File: src/rtl/dec_onehot_hold_if.sv
// ============================================================================
// Module   : dec_onehot_hold_if
// Brief    : Code-in / one-hot-out bundle for the holding one-hot decoder.
// Revision : 1.0 - initial release
// ============================================================================
`default_nettype none

interface dec_onehot_hold_if #(
    parameter int N = 2
);
    logic [N-1:0]      in_code;
    logic              in_valid;
    logic              in_ready;
    logic              abort;
    logic [(1<<N)-1:0] out_onehot;
    logic              out_valid;
    logic              done;

    modport master (
        output in_code, in_valid, abort,
        input  in_ready, out_onehot, out_valid, done
    );

    modport slave (
        input  in_code, in_valid, abort,
        output in_ready, out_onehot, out_valid, done
    );
endinterface

`default_nettype wire

File: src/rtl/dec_onehot_hold.sv
// ============================================================================
// Module   : dec_onehot_hold
// Brief    : N-to-2^N one-hot decoder; holds the decoded line HOLD_CYC cycles,
//            then pulses done. Accepts codes over a valid/ready handshake.
// Revision : 1.0 - initial release
// ============================================================================
`default_nettype none

module dec_onehot_hold #(
    parameter int N        = 2,
    parameter int HOLD_CYC = 4
) (
    input  wire logic        clk,
    input  wire logic        rst_n,
    dec_onehot_hold_if.slave bus
);
    localparam int W  = 1 << N;
    localparam int CW = $clog2(HOLD_CYC + 1);

    localparam logic [0:0]    S_IDLE      = 1'b0;
    localparam logic [0:0]    S_HOLD      = 1'b1;
    localparam logic [W-1:0]  c_one       = W'(1);
    localparam logic [CW-1:0] c_hold_last = CW'(HOLD_CYC - 1);

    logic [0:0]    r_state;
    logic [CW-1:0] r_cnt;
    logic [W-1:0]  r_onehot;
    logic          r_valid;
    logic          r_done;
    logic          w_ready;
    logic          w_accept;

    assign w_ready  = (r_state == S_IDLE) && !bus.abort;
    assign w_accept = bus.in_valid && w_ready;

    always_ff @(posedge clk or negedge rst_n) begin
        if (!rst_n) begin
            r_state  <= S_IDLE;
            r_cnt    <= '0;
            r_onehot <= '0;
            r_valid  <= 1'b0;
            r_done   <= 1'b0;
        end else begin
            r_done <= 1'b0;
            case (r_state)
                S_IDLE: begin
                    if (w_accept) begin
                        r_onehot <= c_one << bus.in_code;
                        r_valid  <= 1'b1;
                        r_cnt    <= c_hold_last;
                        r_state  <= S_HOLD;
                    end
                end
                S_HOLD: begin
                    // abort takes priority over a hold that is finishing this cycle
                    if (bus.abort) begin
                        r_onehot <= '0;
                        r_valid  <= 1'b0;
                        r_cnt    <= '0;
                        r_state  <= S_IDLE;
                    end else if (r_cnt == '0) begin
                        r_onehot <= '0;
                        r_valid  <= 1'b0;
                        r_done   <= 1'b1;
                        r_state  <= S_IDLE;
                    end else begin
                        r_cnt <= r_cnt - 1'b1;
                    end
                end
                default: begin
                    r_onehot <= '0;
                    r_valid  <= 1'b0;
                    r_cnt    <= '0;
                    r_state  <= S_IDLE;
                end
            endcase
        end
    end

    assign bus.in_ready   = w_ready;
    assign bus.out_onehot = r_onehot;
    assign bus.out_valid  = r_valid;
    assign bus.done       = r_done;

endmodule

`default_nettype wire

File: src/flat_wrapper.sv
// flat-port wrapper written by rule: the top's interface ports become plain ports
module dec_onehot_hold_flat 
#(
    parameter int N        = 2,
    parameter int HOLD_CYC = 4
)
  (clk, rst_n, bus_in_code, bus_in_valid, bus_abort, bus_in_ready, bus_out_onehot, bus_out_valid, bus_done);
  dec_onehot_hold_if #(.N(N)) bus_i ();
  input  wire logic clk;
  input  wire logic rst_n;
  input wire logic [$bits(bus_i.in_code)-1:0] bus_in_code;
  input wire logic [$bits(bus_i.in_valid)-1:0] bus_in_valid;
  input wire logic [$bits(bus_i.abort)-1:0] bus_abort;
  output wire logic [$bits(bus_i.in_ready)-1:0] bus_in_ready;
  output wire logic [$bits(bus_i.out_onehot)-1:0] bus_out_onehot;
  output wire logic [$bits(bus_i.out_valid)-1:0] bus_out_valid;
  output wire logic [$bits(bus_i.done)-1:0] bus_done;
  assign bus_i.in_code = bus_in_code;
  assign bus_i.in_valid = bus_in_valid;
  assign bus_i.abort = bus_abort;
  assign bus_in_ready = bus_i.in_ready;
  assign bus_out_onehot = bus_i.out_onehot;
  assign bus_out_valid = bus_i.out_valid;
  assign bus_done = bus_i.done;
  dec_onehot_hold #(.N(N), .HOLD_CYC(HOLD_CYC)) u_core (.clk(clk), .rst_n(rst_n), .bus(bus_i));
endmodule
File: config.mk
export PLATFORM = sky130hd
export DESIGN_NAME = dec_onehot_hold_flat
export DESIGN_NICKNAME = d
export VERILOG_FILES = /design/src/rtl/dec_onehot_hold_if.sv /design/src/rtl/dec_onehot_hold.sv /design/src/flat_wrapper.sv
export SDC_FILE = /design/constraint.sdc
export NUM_CORES = 1
export LEC_CHECK = 0
export CORE_AREA = 2 2 39 41
export CTS_CLUSTER_DIAMETER = 100
export CTS_CLUSTER_SIZE = 12
export DETAILED_ROUTE_END_ITERATION = 7
export DIE_AREA = 0 0 41 43
export GPL_TIMING_DRIVEN = 1
export PLACE_DENSITY = 0.79
export SLEW_MARGIN = 10
export SYNTH_ARGS = -nofsm -noshare
export SYNTH_HDL_FRONTEND = slang
export SYNTH_SLANG_ARGS = --single-unit
File: constraint.sdc
create_clock -name clk -period 3.7 [get_ports clk]
set_input_delay 0.74 -clock clk [delete_from_list [all_inputs] [get_ports clk]]
set_output_delay 0.74 -clock clk [all_outputs]
set_load 0.1 [all_outputs]
==> flow_summary.ini, run 1 <==
[clocking]
path_clk_slew_ps = 60
cts.repair.resized = 0
cts_tree = built
cts_inserted_buffers = 3
post_cts_buffers = 0
hold_buffers = 0
root_buffer = clkbuf_4
cts_max_level = 1
clock_sinks = 10
clock_latency_ps = 260
clockBufferDepth = 2

[placement]
gp_congestion = 0.7916
dp_slack_ps = 1130
dp_hpwl_microns = 701
io_buffers = 12
dp_cells = 74

[synthesis]
synth_simple_gate_area_share_pct = 19.55
synthArstFlopShare_pct = 100.0
syn_area_sq_um = 556.8
syn_avg_cell_area_sq_um = 11.60
synth_flop_cell = dfrtp_1
yosys-top-cells-area = dfrtp_1 (45%), nor2_1 (4.7%), ha_1 (4.5%), buf_6 (4.0%), a32o_1 (3.6%)
synthXorXnorAreaFrac_pct = 0
yosysSeqAreaShare_pct = 44.94
yosys_register_bits = 10
ys_warn_count = 0
synth-compound-area-share_pct = 20.67
synth_top_family_by_area = compound AO/OA/AOI/OAI gates
synth-edff-count = 0
syn-num-nets = 56
synth_cells = 48
synth_top_cell_by_area = dfrtp_1
synth_mux_area_share_pct = 3.596
synth.distinct_cells = 22
synthAdderAreaFrac_pct = 4.494
synth.top_cell.area_share_pct = 44.94

[floorplanning]
dieArea_sq_um = 1763
start_util_pct = 40.24
core_sq_um = 1384
die_h_microns = 43
fp-row-count = 14
io_pins = 13
die_w_microns = 41

[timing]
fin_tns_setup_ps = 0
drv_slew = 0
finalCriticalPeriod_ps = 2577
worst_slew_margin_rel_pct = 35.40
hold_violations = 0
finClkSkew_ps = 0.5271
holdWs_ps = 491.3
timing.fmax_mhz = 388.1
tightest_slew_ps = 965.9
setup_ws_ps = 1123
rsz0062_at_grt = no
finalSetupViolCount = 0
layout_worst_path_cycle_share_pct = 69.64

[worst_hold_path]
hp-start = u_core.bus.out_onehot[3]$_DFFE_PN0P_
hp-class = register to register

[power]
worst_ir_drop_vdd_mv = 0.2823
power_density_nw_per_um2 = 572.6
p_leak_nw = 0.3131

[finish]
syn_to_final_growth_pct = 24.72
drive_gt1_share_pct = 18.03
num-nets-final = 71
nFillCells = 132
n_antenna_cell = 0
stdcell_count = 77
final_core_utilization_pct = 50.18

[global_routing]
grt_usage_pct = 13.68
antenna_found_initial = 0
grt_start_max_net_pins = 13
grt_pass1_wl_microns = 1566
overflow = 0
grt_pass1_vias = 380

[routing]
drt-pass1-iter-count = 2
avgRoutedWirePerCell_microns = 11.84
vias = 403
via_per_inst = 5.234
antenna_left = 0
route.detailed.drc = 0
routed_wl_microns = 912
drt-initial-drc-count = 3

[worst_setup_path]
arrival_ps = 1840
path_cells = clkdlybuf4s50_1, nor2_1, buf_4
crit_path_start = bus_abort
crit_path_top_delay_cell = clkdlybuf4s50_1
rr_startpoint = u_core.r_cnt[0]$_DFFE_PN0P_
crit_path_start_kind = input pin
path_buf_inv = 2
crit_type = input pin to primary output
path_max_fanout = 9
required_ps = 2960
crit_family = buffers and inverters
endpoint_kind = primary output
slowest_delay_ps = 610

[outcome]
outcome = finished clean

[flow_run]
drv_cap = 0
## metal layers
metal	track usage [%]	vias up	share of wire, %
met5	0	-	0
met4	10.00	0	0.88
met3	3.141	2	7.5
met2	18.75	13	47
met1	17.88	191	45
li1	-	197	-
## worst register-to-register path: stages (launching register included)
cell	delay [ps]
dfrtp_1	380
inv_1	100
ha_1	210
nor2b_2	200
o22ai_4	110
a22o_1	250
## power breakdown
group	leakage, nW	switching, mW	total [mW]	internal (mW)
Clock	0.0138	0.0334	0.0708	0.0374
Combinational	0.171	0.118	0.180	0.0622
Sequential	0.128	0.0181	0.146	0.128
Total	0.313	0.170	0.398	0.228
## cell usage after synthesis (2+ instances only)
| library cell | instances |
|---|---|
| o22ai_1 | 2 |
| a32o_1 | 2 |
| nor2_1 | 7 |
| dfrtp_1 | 10 |
| ha_1 | 2 |
| mux2i_1 | 2 |
| a21oi_1 | 2 |
| inv_1 | 4 |
| and2b_1 | 2 |
| buf_6 | 2 |
| o2bb2ai_1 | 2 |
## sequential cells by signal, summed over array words and instances, names as in the netlist
name / count
u_core.r_state: 1
u_core.bus.out_valid: 1
u_core.r_cnt: 3
u_core.bus.out_onehot: 4
u_core.bus.done: 1
## worst paths after layout
kind | to | slack [ps] | cells after the start
max | bus_in_ready | 1120 | 3
min | u_core.bus.out_onehot[3]$_DFFE_PN0P_ | 490 | 1
max reg2reg | u_core.bus.out_onehot[0]$_DFFE_PN0P_ | 2340 | 5
min reg2reg | u_core.bus.out_onehot[3]$_DFFE_PN0P_ | 490 | 1
max in group asynchronous | u_core.r_state$_DFF_PN0_ | 2580 | 1
min in group asynchronous | u_core.r_cnt[2]$_DFFE_PN0P_ | 800 | 1
## kinds of logic after synthesis
logic type / after synthesis
and+or+nand+nor: 15
AOI/OAI and AO/OA: 13
DFF: 10
buffers and inverters: 6
muxes: 2
adders and majority gates: 2
## area by class of cell
| type | count | area (sq um) | area share (%) |
|---|---|---|---|
| Clock buffer | 3 | 22.52 | 3.243 |
| Tap cell | 16 | 20.02 | 2.883 |
| Timing Repair Buffer | 12 | 117.6 | 16.94 |
| Multi-Input combinational cell | 32 | 269.0 | 38.74 |
| Inverter | 4 | 15.01 | 2.162 |
| Sequential cell | 10 | 250.2 | 36.04 |
## layout by cell type (no fill, tap or decap), drive strengths merged, types with 2 or more instances in the layout
| cell type | instances |
|---|---|
| nor2b | 2 |
| o2bb2ai | 3 |
| nor2 | 7 |
| inv | 4 |
| clkbuf | 3 |
| mux2i | 2 |
| a21oi | 2 |
| clkdlybuf4s50 | 11 |
| ha | 2 |
| a32o | 2 |
| o22ai | 3 |
| and2b | 2 |
| dfrtp | 10 |
| nand2b | 2 |
## through the flow
step | cell area, sq um | power [mW]
2_1_floorplan | 556.8 | 0.2924
3_3_place_gp | 671.9 | 0.3263
3_5_place_dp | 671.9 | 0.3304
4_1_cts | 694.4 | 0.4037
5_1_grt | 694.4 | 0.4263
6_report | 694.4 | 0.3976
(Power assumes the default switching activity.)
==> run 2: changes to the inputs <==
==> constraint.sdc (replaced) <==
create_clock -name clk -period 2.6 [get_ports clk]
set_input_delay 0.52 -clock clk [delete_from_list [all_inputs] [get_ports clk]]
set_output_delay 0.52 -clock clk [all_outputs]
set_load 0.1 [all_outputs]
==> flow_summary.ini, run 2 (synthesis results as in run 1) <==
[outcome]
outcome = finished clean

[global_routing]
overflow = 0
grt_start_max_net_pins = 13
grt_usage_pct = 13.72
grt_pass1_wl_microns = 1580
antenna_found_initial = 0
grt_pass1_vias = 380

[timing]
worst_slew_margin_rel_pct = 66.11
fin_tns_setup_ps = 0
layout_worst_path_cycle_share_pct = 71.79
timing.fmax_mhz = 535.7
finalSetupViolCount = 0
holdWs_ps = 497.2
finClkSkew_ps = 1.617
rsz0062_at_grt = no
tightest_slew_ps = 508.3
drv_slew = 0
hold_violations = 0
finalCriticalPeriod_ps = 1867

[routing]
drt-pass1-iter-count = 4
avgRoutedWirePerCell_microns = 12.24
antenna_left = 0
via_per_inst = 5.051
route.detailed.drc = 0
drt-initial-drc-count = 4
routed_wl_microns = 967
vias = 399

[flow_run]
drv_cap = 0

[placement]
gp_congestion = 0.8158
io_buffers = 12
dp_hpwl_microns = 725.4

[floorplanning]
fp-row-count = 14
start_util_pct = 40.24
core_sq_um = 1384
io_pins = 13
die_h_microns = 43
dieArea_sq_um = 1763
die_w_microns = 41

[finish]
largest_reg_flops = 4
num-nets-final = 72
n_antenna_cell = 0
drive_gt1_share_pct = 30.16
syn_to_final_growth_pct = 28.09
layout_common_cells = dfrtp_1 (10), nor2_1 (7), buf_4 (7)
layout_commonest_cell = dfrtp_1

[worst_setup_path]
crit_path_top_delay_cell = clkdlybuf4s50_1
required_ps = 2080
crit_type = input pin to primary output
path_max_fanout = 2
reg2reg_depth = 5
slowest_delay_ps = 420
path_cells = clkdlybuf4s50_1, nor2_1, buf_12
crit_path_start_kind = input pin
arrival_ps = 1350
endpoint_kind = primary output

[clocking]
cts_inserted_buffers = 3
path_clk_slew_ps = 70
root_buffer = clkbuf_4
clock_sinks = 10
cts_tree = built
clockBufferDepth = 2
cts_max_level = 1
clock_latency_ps = 270
post_cts_buffers = 0
hold_buffers = 0
cts.repair.resized = 0

[power]
p_leak_nw = 0.3389
power_density_nw_per_um2 = 853.8
worst_ir_drop_vdd_mv = 0.3658

[worst_hold_path]
min_path_cells = 1
hp-class = register to register
[run 2: changes by cell type in the layout (fill, tap and decap cells not counted)]
cell             previous run  this run
buf_4                       1         7
clkdlybuf4s50_1            11         5
buf_12                      0         1
clkbuf_8                    0         1
[run 2: area by class of cell]
class	instances	area [sq um]
repair buffers	13	122.6
well taps	16	20.02
multi-input cells	32	269.0
inverters	4	15.01
flip-flops and latches	10	250.2
fillers	122	670.6
clock buffers	4	36.28
[run 2: worst max-delay path, delay by kind of cell]
kind / cells / cell delay, ps
buf+inv: 2 / 630
simple gates: 1 / 200
[run 2: metrics by stage]
stage          instances  setup WS (ps)  instance area (sq um)  util (%)  total power, mW
3_5_place_dp          75          722.4                  676.9     48.92           0.4717
2_1_floorplan         48          169.1                  556.8         -           0.4161
5_1_grt               79          706.6                  713.2     51.54           0.6450
6_report              79          733.4                  713.2     51.54           0.6089
3_3_place_gp          75          745.3                  676.9     48.92           0.4660
4_1_cts               79          722.4                  713.2     51.54           0.6165
[run 2: final timing paths]
| path | start | slack (ps) | endpoint |
|---|---|---|---|
| min in group asynchronous | rst_n | 560 | u_core.r_cnt[2]$_DFFE_PN0P_ |
| max in group asynchronous | rst_n | 1730 | u_core.bus.out_valid$_DFFE_PN0P_ |
| worst min register to register | u_core.r_cnt[0]$_DFFE_PN0P_ | 500 | u_core.r_cnt[0]$_DFFE_PN0P_ |
| worst max-delay path | bus_abort | 730 | bus_in_ready |
| worst max register to register | u_core.r_cnt[0]$_DFFE_PN0P_ | 1240 | u_core.bus.out_onehot[0]$_DFFE_PN0P_ |
| worst min-delay path | u_core.r_cnt[0]$_DFFE_PN0P_ | 500 | u_core.r_cnt[0]$_DFFE_PN0P_ |
[run 2: layer usage]
layer	global-route usage [%]	vias to the layer above	wire length [microns]
met5	0	-	0
met1	18.39	184	446
met3	3.141	3	75
met4	10.00	0	27
li1	-	198	-
met2	18.44	14	418
[run 2: power breakdown]
group | total [mW] | switching, mW | internal, mW
clock | 0.144 | 0.0584 | 0.0852
sequential | 0.209 | 0.0265 | 0.183
combinational | 0.256 | 0.167 | 0.0894
==> run 3: changes to the inputs <==
==> constraint.sdc (replaced) <==
create_clock -name clk -period 1.75 [get_ports clk]
set_input_delay 0.35 -clock clk [delete_from_list [all_inputs] [get_ports clk]]
set_output_delay 0.35 -clock clk [all_outputs]
set_load 0.1 [all_outputs]
==> flow_summary.ini, run 3 (synthesis results as in run 1) <==
[routing]
vias = 406
route.detailed.drc = 0
routed_wl_microns = 1019
avgRoutedWirePerCell_microns = 13.06
via_per_inst = 5.205
antenna_left = 0
drt-initial-drc-count = 3
drt-pass1-iter-count = 3

[global_routing]
antenna_found_initial = 0
grt_pass1_wl_microns = 1787
overflow = 0
grt_usage_pct = 15.33
grt_pass1_vias = 407
grt_start_max_net_pins = 13

[worst_setup_path]
required_ps = 1400
reg2reg_depth = 5
crit_type = input pin to primary output
path_cells = clkdlybuf4s50_1, nor2_2, buf_12
crit_path_top_delay_cell = clkdlybuf4s50_1
path_max_fanout = 4
rr_startpoint = u_core.r_cnt[0]$_DFFE_PN0P_
worst_r2r_endpoint = u_core.bus.out_onehot[0]$_DFFE_PN0P_
r2r_slack_ps = 370
endpoint_kind = primary output
crit_path_start = bus_abort
crit_path_start_kind = input pin
arrival_ps = 1260
slowest_delay_ps = 510

[timing]
rsz0062_at_grt = no
finClkSkew_ps = 1.364
worst_slew_margin_rel_pct = 65.96
hold_violations = 0
layout_worst_path_cycle_share_pct = 92.08
finalCriticalPeriod_ps = 1611
finalSetupViolCount = 0
timing.fmax_mhz = 620.6
drv_slew = 0
tightest_slew_ps = 510.7
fin_tns_setup_ps = 0

[finish]
layout_commonest_cell = dfrtp_1
final_core_utilization_pct = 56.15
drive_gt1_share_pct = 30.65
n_antenna_cell = 0
num-nets-final = 72
fin_area_sq_um = 777.0
syn_to_final_growth_pct = 39.55
layout_common_cells = dfrtp_1 (10), buf_12 (7), nor2_1 (6)
largest_reg_flops = 4

[floorplanning]
fp-row-count = 14
die_h_microns = 43
dieArea_sq_um = 1763
die_w_microns = 41
start_util_pct = 40.24
core_sq_um = 1384
io_pins = 13

[clocking]
root_buffer = clkbuf_4
cts.repair.resized = 0
cts_tree = built
path_clk_slew_ps = 60
clock_sinks = 10
clock_latency_ps = 260
clockBufferDepth = 2
cts_max_level = 1
post_cts_buffers = 0
hold_buffers = 0
cts_inserted_buffers = 3

[outcome]
outcome = finished clean

[placement]
dp_hpwl_microns = 810.4
place_area_sq_um = 754.5
gp_congestion = 0.7814
io_buffers = 12

[flow_run]
drv_cap = 0

[power]
power_density_nw_per_um2 = 1163
worst_ir_drop_vdd_mv = 0.5178
p_leak_nw = 0.3523

[worst_hold_path]
hp-class = input pin to async pin
## run 3: power breakdown
| group | switching [mW] | total [mW] | internal [mW] |
|---|---|---|---|
| clock network | 0.0761 | 0.156 | 0.0794 |
| registers | 0.0484 | 0.320 | 0.271 |
| logic | 0.253 | 0.428 | 0.175 |
| total | 0.378 | 0.904 | 0.526 |
## run 3: through the flow
step / hold slack [ps] / setup slack (ps) / power [mW] / std cells
global placement: 476.5 / 153.3 / 0.7465 / 75
floorplan: 54.41 / 59.15 / 0.6193 / 48
detailed placement: 482.2 / 107.3 / 0.7569 / 75
CTS: 417.2 / 138.0 / 0.9164 / 78
finish: 399.9 / 138.6 / 0.9036 / 78
global route: 452.3 / 86.39 / 0.9555 / 78
## run 3: area by class of cell
class,count,area [sq um]
Clock buffer,3,22.52
Multi-Input combinational cell,32,271.5
Fill cell,112,606.8
Sequential cell,10,250.2
Timing Repair Buffer,13,197.7
Inverter,4,15.01
Tap cell,16,20.02
## run 3: layer usage
| layer | global-route usage (%) | vias up | wire [microns] |
|---|---|---|---|
| met5 | 0 | - | 0 |
| met4 | 10.00 | 0 | 32 |
| met3 | 3.665 | 3 | 61 |
| met2 | 24.69 | 14 | 508 |
| met1 | 16.67 | 191 | 416 |
| li1 | - | 198 | - |
## run 3: how the worst max path moves through the flow
stage	end	slack (ps)	depth (start not counted)
detailed placement	u_core.bus.out_onehot[2]$_DFFE_PN0P_	110	5
CTS	bus_in_ready	140	3
finish	bus_in_ready	140	3
floorplan	bus_in_ready	60	2
global placement	bus_in_ready	150	3
global route	bus_in_ready	90	3
## run 3: worst max-delay path: cells and delay by family
family                 cells  cell delay [ps]
and+or+nand+nor            1              200
buffers and inverters      2              700
